[src/rtl/seq_divider_if.sv]
// Request/response bundle for seq_divider: operands and start in, status and results out.
interface seq_divider_if #(
  parameter int WIDTH = 32
);
  logic             start;
  logic             is_signed;
  logic [WIDTH-1:0] dividend;
  logic [WIDTH-1:0] divisor;
  logic             busy;
  logic             done;
  logic [WIDTH-1:0] quotient;
  logic [WIDTH-1:0] remainder;

  modport master (
    output start, is_signed, dividend, divisor,
    input  busy, done, quotient, remainder
  );

  modport slave (
    input  start, is_signed, dividend, divisor,
    output busy, done, quotient, remainder
  );
endinterface

[src/rtl/seq_divider.sv]
// Restoring sequential divider, one quotient bit per cycle, with div-by-zero and overflow shortcuts.
// Define DIVIDER_SIGNED_EN to honour is_signed; otherwise every operation is unsigned.
module seq_divider #(
  parameter int WIDTH = 32
) (
  input  logic        clk,
  input  logic        rst,
  seq_divider_if.slave bus
);
  localparam int CW = $clog2(WIDTH + 1);

  typedef enum logic [1:0] {IDLE, CALC, DONE} state_t;

  state_t           state;
  state_t           state_next;
  logic [WIDTH-1:0] rem_q;
  logic [WIDTH-1:0] quo_q;
  logic [WIDTH-1:0] div_q;
  logic [CW-1:0]    count;
  logic             neg_quo;
  logic             neg_rem;

  logic [WIDTH-1:0] mag_a;
  logic [WIDTH-1:0] mag_b;
  logic             sign_a;
  logic             sign_b;
  logic             is_zero;
  logic             is_ovf;

  // Operands are reduced to magnitudes so the core only ever divides unsigned values.
  always_comb begin
    sign_a = 1'b0;
    sign_b = 1'b0;
    is_ovf = 1'b0;
`ifdef DIVIDER_SIGNED_EN
    if (bus.is_signed) begin
      sign_a = bus.dividend[WIDTH-1];
      sign_b = bus.divisor[WIDTH-1];
    end
    is_ovf = bus.is_signed && (bus.dividend == {1'b1, {(WIDTH-1){1'b0}}}) && (&bus.divisor);
`endif
    mag_a   = sign_a ? -bus.dividend : bus.dividend;
    mag_b   = sign_b ? -bus.divisor  : bus.divisor;
    is_zero = (bus.divisor == '0);
  end

`ifndef DIVIDER_SIGNED_EN
  logic unused_is_signed;
  assign unused_is_signed = bus.is_signed;
`endif

  logic [WIDTH:0]   rem_shift;
  logic [WIDTH:0]   diff;
  logic [WIDTH-1:0] step_rem;
  logic [WIDTH-1:0] step_quo;

  // The extra difference bit is the borrow: set means the trial subtraction went negative.
  always_comb begin
    rem_shift = {rem_q, quo_q[WIDTH-1]};
    diff      = rem_shift - {1'b0, div_q};
    if (!diff[WIDTH]) begin
      step_rem = diff[WIDTH-1:0];
      step_quo = {quo_q[WIDTH-2:0], 1'b1};
    end else begin
      step_rem = rem_shift[WIDTH-1:0];
      step_quo = {quo_q[WIDTH-2:0], 1'b0};
    end
  end

  always_ff @(posedge clk) begin
    if (rst) state <= IDLE;
    else     state <= state_next;
  end

  always_comb begin
    state_next = state;
    bus.busy   = 1'b0;
    bus.done   = 1'b0;
    case (state)
      IDLE: begin
        if (bus.start) state_next = (is_zero || is_ovf) ? DONE : CALC;
      end
      CALC: begin
        bus.busy = 1'b1;
        if (count == CW'(1)) state_next = DONE;
      end
      DONE: begin
        bus.busy   = 1'b1;
        bus.done   = 1'b1;
        state_next = IDLE;
      end
      default: state_next = IDLE;
    endcase
  end

  // Results land on the edge entering DONE and stay put until the next one.
  always_ff @(posedge clk) begin
    if (rst) begin
      rem_q         <= '0;
      quo_q         <= '0;
      div_q         <= '0;
      count         <= '0;
      neg_quo       <= 1'b0;
      neg_rem       <= 1'b0;
      bus.quotient  <= '0;
      bus.remainder <= '0;
    end else begin
      case (state)
        IDLE: begin
          if (bus.start) begin
            count   <= CW'(WIDTH);
            rem_q   <= '0;
            quo_q   <= mag_a;
            div_q   <= mag_b;
            neg_quo <= sign_a ^ sign_b;
            neg_rem <= sign_a;
            if (is_zero) begin
              bus.quotient  <= '1;
              bus.remainder <= bus.dividend;
            end else if (is_ovf) begin
              bus.quotient  <= bus.dividend;
              bus.remainder <= '0;
            end
          end
        end
        CALC: begin
          rem_q <= step_rem;
          quo_q <= step_quo;
          count <= count - CW'(1);
          if (count == CW'(1)) begin
            bus.quotient  <= neg_quo ? -step_quo : step_quo;
            bus.remainder <= neg_rem ? -step_rem : step_rem;
          end
        end
        default: ;
      endcase
    end
  end
endmodule
[src/flat_wrapper.sv]
// flat-port wrapper written by rule: the top's interface ports become plain ports
module seq_divider_flat 
#(
  parameter int WIDTH = 32
)
  (clk, rst, bus_start, bus_is_signed, bus_dividend, bus_divisor, bus_busy, bus_done, bus_quotient, bus_remainder);
  seq_divider_if #(.WIDTH(WIDTH)) bus_i ();
  input  logic clk;
  input  logic rst;
  input wire logic [$bits(bus_i.start)-1:0] bus_start;
  input wire logic [$bits(bus_i.is_signed)-1:0] bus_is_signed;
  input wire logic [$bits(bus_i.dividend)-1:0] bus_dividend;
  input wire logic [$bits(bus_i.divisor)-1:0] bus_divisor;
  output wire logic [$bits(bus_i.busy)-1:0] bus_busy;
  output wire logic [$bits(bus_i.done)-1:0] bus_done;
  output wire logic [$bits(bus_i.quotient)-1:0] bus_quotient;
  output wire logic [$bits(bus_i.remainder)-1:0] bus_remainder;
  assign bus_i.start = bus_start;
  assign bus_i.is_signed = bus_is_signed;
  assign bus_i.dividend = bus_dividend;
  assign bus_i.divisor = bus_divisor;
  assign bus_busy = bus_i.busy;
  assign bus_done = bus_i.done;
  assign bus_quotient = bus_i.quotient;
  assign bus_remainder = bus_i.remainder;
  seq_divider #(.WIDTH(WIDTH)) u_core (.clk(clk), .rst(rst), .bus(bus_i));
endmodule
[config.mk]
export PLATFORM = sky130hd
export DESIGN_NAME = seq_divider_flat
export DESIGN_NICKNAME = d
export VERILOG_FILES = /design/src/rtl/seq_divider_if.sv /design/src/rtl/seq_divider.sv /design/src/flat_wrapper.sv
export SDC_FILE = /design/constraint.sdc
export NUM_CORES = 1
export LEC_CHECK = 0
export ABC_AREA = 1
export CAP_MARGIN = 10
export CORE_ASPECT_RATIO = 0.5
export CORE_MARGIN = 1.5
export CORE_UTILIZATION = 45
export DETAILED_ROUTE_END_ITERATION = 8
export PLACE_DENSITY = 0.77
export REMOVE_ABC_BUFFERS = 1
export SLEW_MARGIN = 40
export SYNTH_ARGS = -nofsm -noshare
export SYNTH_HDL_FRONTEND = slang
export SYNTH_SLANG_ARGS = --single-unit
[constraint.sdc]
create_clock -name clk -period 2.9 [get_ports clk]
set_clock_uncertainty 0.1 [all_clocks]
set_input_delay 0.58 -clock clk [delete_from_list [all_inputs] [get_ports clk]]
set_output_delay 0.58 -clock clk [all_outputs]
set_load 0.05 [all_outputs]
* Word-level counts from Yosys, hierarchy flattened
Index checks and enable logic that the tools add are counted.
Storage, ports and cells: latch bits 0, ROM bits 0, memories kept 0, output and inout bits 66, bits in writable memories 0, register bits 168
Operators by class: reductions and logical operators 8, mux-type cells 22, bitwise gates (word level) 0, $add $sub $neg 2, div/mod/pow operators 0, magnitude comparators 0, $mul 0, shifts and indexed selects 0, eq/ne operators 6
Operators by type and width (count):
- $mux 32 | 9
- $pmux 32 s2 | 4
- $sub 33x32->33 | 1
- $logic_not 32->1 | 1
- $pmux 6 s2 | 1
- $eq 6x1->1 const B | 1
- $mux 2 | 3
- $mux 6 | 1
- $reduce_and 2->1 | 3
- $sub 6x1->6 const B | 1
- $ne 2x1->1 const B | 2
- $pmux 2 s2 | 1
- $reduce_and 4->1 | 1
- $mux 1 | 3
- $eq 2x1->1 const B | 1
- $eq 2x2->1 const B | 1
- $logic_not 2->1 | 1
- $ne 2x2->1 const B | 1
- $reduce_bool 2->1 | 1
- $reduce_or 2->1 | 1

* Logic depth before layout (Yosys ltp)
depth after elaboration 4, gate-level depth with buffers 19, depth with buffers taken out 18

* Least setup slack after synthesis
Ideal clock, no wire load.
path type flip-flop to flip-flop, start point register u_core.quo_q[31], end point register u_core.rem_q[23], period minus slack after synthesis 2.289 ns, arrival time 2.080 ns, buffers on the path 1, slack 0.611 ns, data required time 2.691 ns, stages on the path, launching flop included 19, setup time 0.109 ns, cells stage by stage dfxtp_1 > inv_1 > ha_1 > fa_1 > inv_1 > nand2_1 > nand2_1 > nand3_1 > nand2_1 > nand2_1 > nand2_1 > nand2_2 > nand3_1 > nand2_4 > buf_6 > nand3_1 > nand3_1 > nand2_1 > inv_1
Between the ends: word-level cells in the longest chain between the ends 3
Ends and longest elaborated chain:
- from (decl) | RTL line seq_divider.sv:17 | logic [WIDTH-1:0] quo_q;
- from (signal assigned) | RTL line seq_divider.sv:113 | quo_q <= mag_a;
- from (signal assigned) | RTL line seq_divider.sv:128 | quo_q <= step_quo;
- $sub 33x32->33 | RTL line seq_divider.sv:60 | diff = rem_shift - {1'b0, div_q};
- $mux 32 | RTL line seq_divider.sv:61 | if (!diff[WIDTH]) begin
- $pmux 32 s2 | RTL line seq_divider.sv:108 | case (state)
- to (signal assigned) | RTL line seq_divider.sv:127 | rem_q <= step_rem;
- to (decl) | RTL line seq_divider.sv:16 | logic [WIDTH-1:0] rem_q;
No other way between the ends. A chain may end at the register's enable or synchronous reset.

* Final worst setup path
start point register u_core.quo_q[31], end point register u_core.bus.remainder[2]
Between the ends: word-level cells in the longest chain between the ends 4
Ends and longest elaborated chain:
- $sub 33x32->33 | RTL line seq_divider.sv:60
- $mux 32 | RTL line seq_divider.sv:61
- $mux 32 | RTL line seq_divider.sv:130 | if (count == CW'(1)) begin
- $pmux 32 s2 | RTL line seq_divider.sv:108
- to (signal assigned) | RTL line seq_divider.sv:119 | bus.remainder <= bus.dividend;
- to (signal assigned) | RTL line seq_divider.sv:132 | bus.remainder <= neg_rem ? -step_rem : step_rem;
- to (decl) | RTL line seq_divider_if.sv:21 | output busy, done, quotient, remainder
No other way between the ends. The select of a mux whose other input is x is not followed.

==> impl_metrics.json <==
{
  "worst_setup_path_start_kind": "flip-flop",
  "post_synth_num_cell_types": 37,
  "crit_path_top_delay_cell": "fa_1",
  "met3_wirelength_um": 1460,
  "number_of_enable_flip_flop_cells_after_synthesis": 0,
  "topRoutingLayerUsed": "met4",
  "antenna_found_initial": 0,
  "ant_nets": 0,
  "synth-seq-area-share_pct": 32.5,
  "grt_overflow": 0,
  "tightest_slew_ps": 859,
  "rows": 38,
  "critical_path.reg2reg.endpoint": "u_core.bus.remainder[2]",
  "hold_path_class": "reg -> reg",
  "globalRouteTotalUtil_pct": 23.3,
  "min_period_over_period_pct": 91.0,
  "syn_area_per_cell_um2": 6.32,
  "slowest_stage_delay_cp_ps": 420,
  "via_count_of_the_first_global_routing_pass": 9127,
  "grt_pass1_wl_um": 44500,
  "critical_path_required_ps": 3180,
  "postSynth.asyncResetShare_pct": 0,
  "r2r_slack_ps": 260,
  "area_overhead_vs_synth_pct": 21.4,
  "gpl.final_weighted_congestion": 0.934,
  "floorplan.io_pins": 134,
  "grt_setup_unrepaired": "false",
  "timing.hold.ws_ps": 361,
  "start_util_pct": 46.8,
  "nets": 1839,
  "avgRoutedWirePerCell_um": 13.4,
  "fin_setup_tns_ps": 0,
  "core_um2": 22100,
  "clk_latency_ps": 430,
  "grt_start_max_net_pins": 100,
  "dpl_ws_ps": 31.0,
  "cts.root.buffer_cell": "clkbuf_16",
  "crit_type": "reg -> reg",
  "arrival_ps": 2920,
  "yosysWarningCount": 0,
  "num_antenna_cells": 0,
  "critical_path.cell_chain": "inv_1, ha_1, fa_1, inv_1, nand2_1, nand2_1, nand3_1, nand2_1, nand2_1, nand2_2, nand2_2, nand2_2, nand2_2, nand2_4, buf_12, nand3_1, nand3_1, nand2_1, inv_1",
  "placement.io_buffers": 132,
  "setup.worst_path.start": "u_core.quo_q[31]",
  "totalWireLength_um": 27500,
  "first_pass_iters": 6,
  "cts.clk_slew.worst_paths_ps": 70,
  "post_route_cells_drive_above_1_share_pct": 5.90,
  "report.final.setup_viol": 0,
  "tritoncts": "yes",
  "synth.cell_area_um2": 10400,
  "post-route-drc-count": 0,
  "crit_path_max_fanout": 20,
  "end_kind": "flip-flop",
  "number_of_pins_with_negative_max_slew_slack_in_the_final_report": 0,
  "drt_iter0_markers": 852,
  "r2r_start": "u_core.quo_q[31]",
  "numCtsBuffers": 17,
  "critical_path.endpoint": "u_core.bus.remainder[2]",
  "maxCapViolations": 0,
  "timing.final.ws_setup_ps": 260,
  "wirelength_met1_um": 13800,
  "dr_total_vias": 10000,
  "die-width_um": 218,
  "die_h_um": 110,
  "fp.dieArea_um2": 24000,
  "dp.final_hpwl_um": 20100,
  "worst_slew_margin_rel_pct": 42.7,
  "period_needed_ps": 2640,
  "run_status": "completed",
  "maximum_level_of_the_cts_h_tree": 4,
  "maximum_number_of_buffers_from_clock_root_to_sink": 2,
  "routed_met2_length_um": 11800,
  "hold_violations": 0,
  "synth.ff_latch_count": 168,
  "reg2regPathDepth": 19,
  "detail_route.vias_per_cell": 4.89,
  "synth_top_flop_cell": "dfxtp_1",
  "max_freq_mhz": 379,
  "postSynthCellCount": 1637,
  "number_of_sinks_handled_by_clock_tree_synthesis": 168,
  "path_common_cell": "nand2_1"
}
cell families after synthesis:
group | synth area share, %
buffers and inverters | 17.3
AO/OA/AOI/OAI | 16.7
adder cells (fa/ha/maj) | 4.67
XOR/XNOR | 1.52
AND/OR/NAND/NOR | 27.3
flip-flops | 32.5
timing repair:
item                                    4_1_cts  5_1_grt
resized for setup                             0        1
endpoints found under the setup margin        0       11
hold buffers                                  0        0
buffers inserted                              0        0
per-layer routing:
metal | track usage [%] | up-vias
li1 | - | 5297
met1 | 32.2 | 4427
met2 | 37.1 | 242
met3 | 4.64 | 34
met4 | 6.35 | 0
met5 | 0 | -
flip-flops by register name, summed over array words and instances (netlist names):
register,flops
u_core.quo_q,32
u_core.bus.remainder,32
u_core.bus.quotient,32
u_core.state,2
u_core.div_q,32
u_core.rem_q,32
u_core.count,6
synthesized netlist by cell type, types with 3 or more instances:
cell	count	share of area, %
buf_2	8	0.39
ha_1	37	4.5
buf_8	3	0.44
nor3_1	9	0.44
o21ai_0	129	6.2
clkbuf_1	56	2.0
xor2_1	13	1.1
nand4_1	6	0.36
inv_1	380	14
dfxtp_1	168	32
nand3_2	28	2.7
buf_6	3	0.33
a221oi_1	31	2.6
nand2_1	374	14
xnor2_1	5	0.42
buf_1	3	0.11
nand3_1	130	6.3
and2_1	6	0.36
nor2_1	65	2.4
nand2_2	6	0.36
nor2_2	5	0.30
a21oi_1	152	7.3
final cells by class:
| class | instances | area, um2 |
|---|---|---|
| Clock inverter | 12 | 116 |
| Multi-Input combinational cell | 1011 | 5220 |
| Tap cell | 300 | 375 |
| Timing Repair Buffer | 152 | 1600 |
| Sequential cell | 168 | 3360 |
| Inverter | 383 | 1440 |
| Fill cell | 2126 | 9540 |
| Clock buffer | 20 | 447 |
worst max-delay path: cells and delay by family, from the launching register on:
family	cells	cell delay, ps
adder cells (fa/ha/maj)	2	630
AND/OR/NAND/NOR	13	1120
buffers and inverters	4	380
flip-flops	1	340
worst min-delay path by stage:
stage	slack [ps]	cells after the start	start	endpoint
CTS	360	2	u_core.div_q[7]	u_core.div_q[7]
floorplan	340	2	u_core.div_q[10]	u_core.div_q[10]
finish	360	2	u_core.div_q[7]	u_core.div_q[7]
detailed placement	350	2	u_core.div_q[7]	u_core.div_q[7]
global placement	350	2	u_core.div_q[6]	u_core.div_q[6]
global route	370	2	u_core.div_q[13]	u_core.div_q[13]
layout by cell type, fill, tap and decap left out, types with 11 or more instances in the layout:
cell,synthesis,layout
dfxtp_1,168,168
nand2_1,374,371
buf_12,0,11
clkbuf_16,0,17
a221oi_1,31,31
clkdlybuf4s50_1,0,131
ha_1,37,36
nor2_1,65,64
o21ai_0,129,129
xor2_1,13,13
inv_1,380,379
nand3_1,130,129
a21oi_1,152,152
nand3_2,28,28
per-stage QoR:
step	util, %	cell area, um2	instances
floorplan	-	10000	1562
global route	56.8	12600	2046
CTS	56.8	12600	2046
global placement	54.3	12000	2014
detailed placement	54.3	12000	2014
finish	56.8	12600	2046
Power is left out: the tool's default activity adds up to more than one toggle a clock period on the data nets, which glitch-free logic cannot reach.
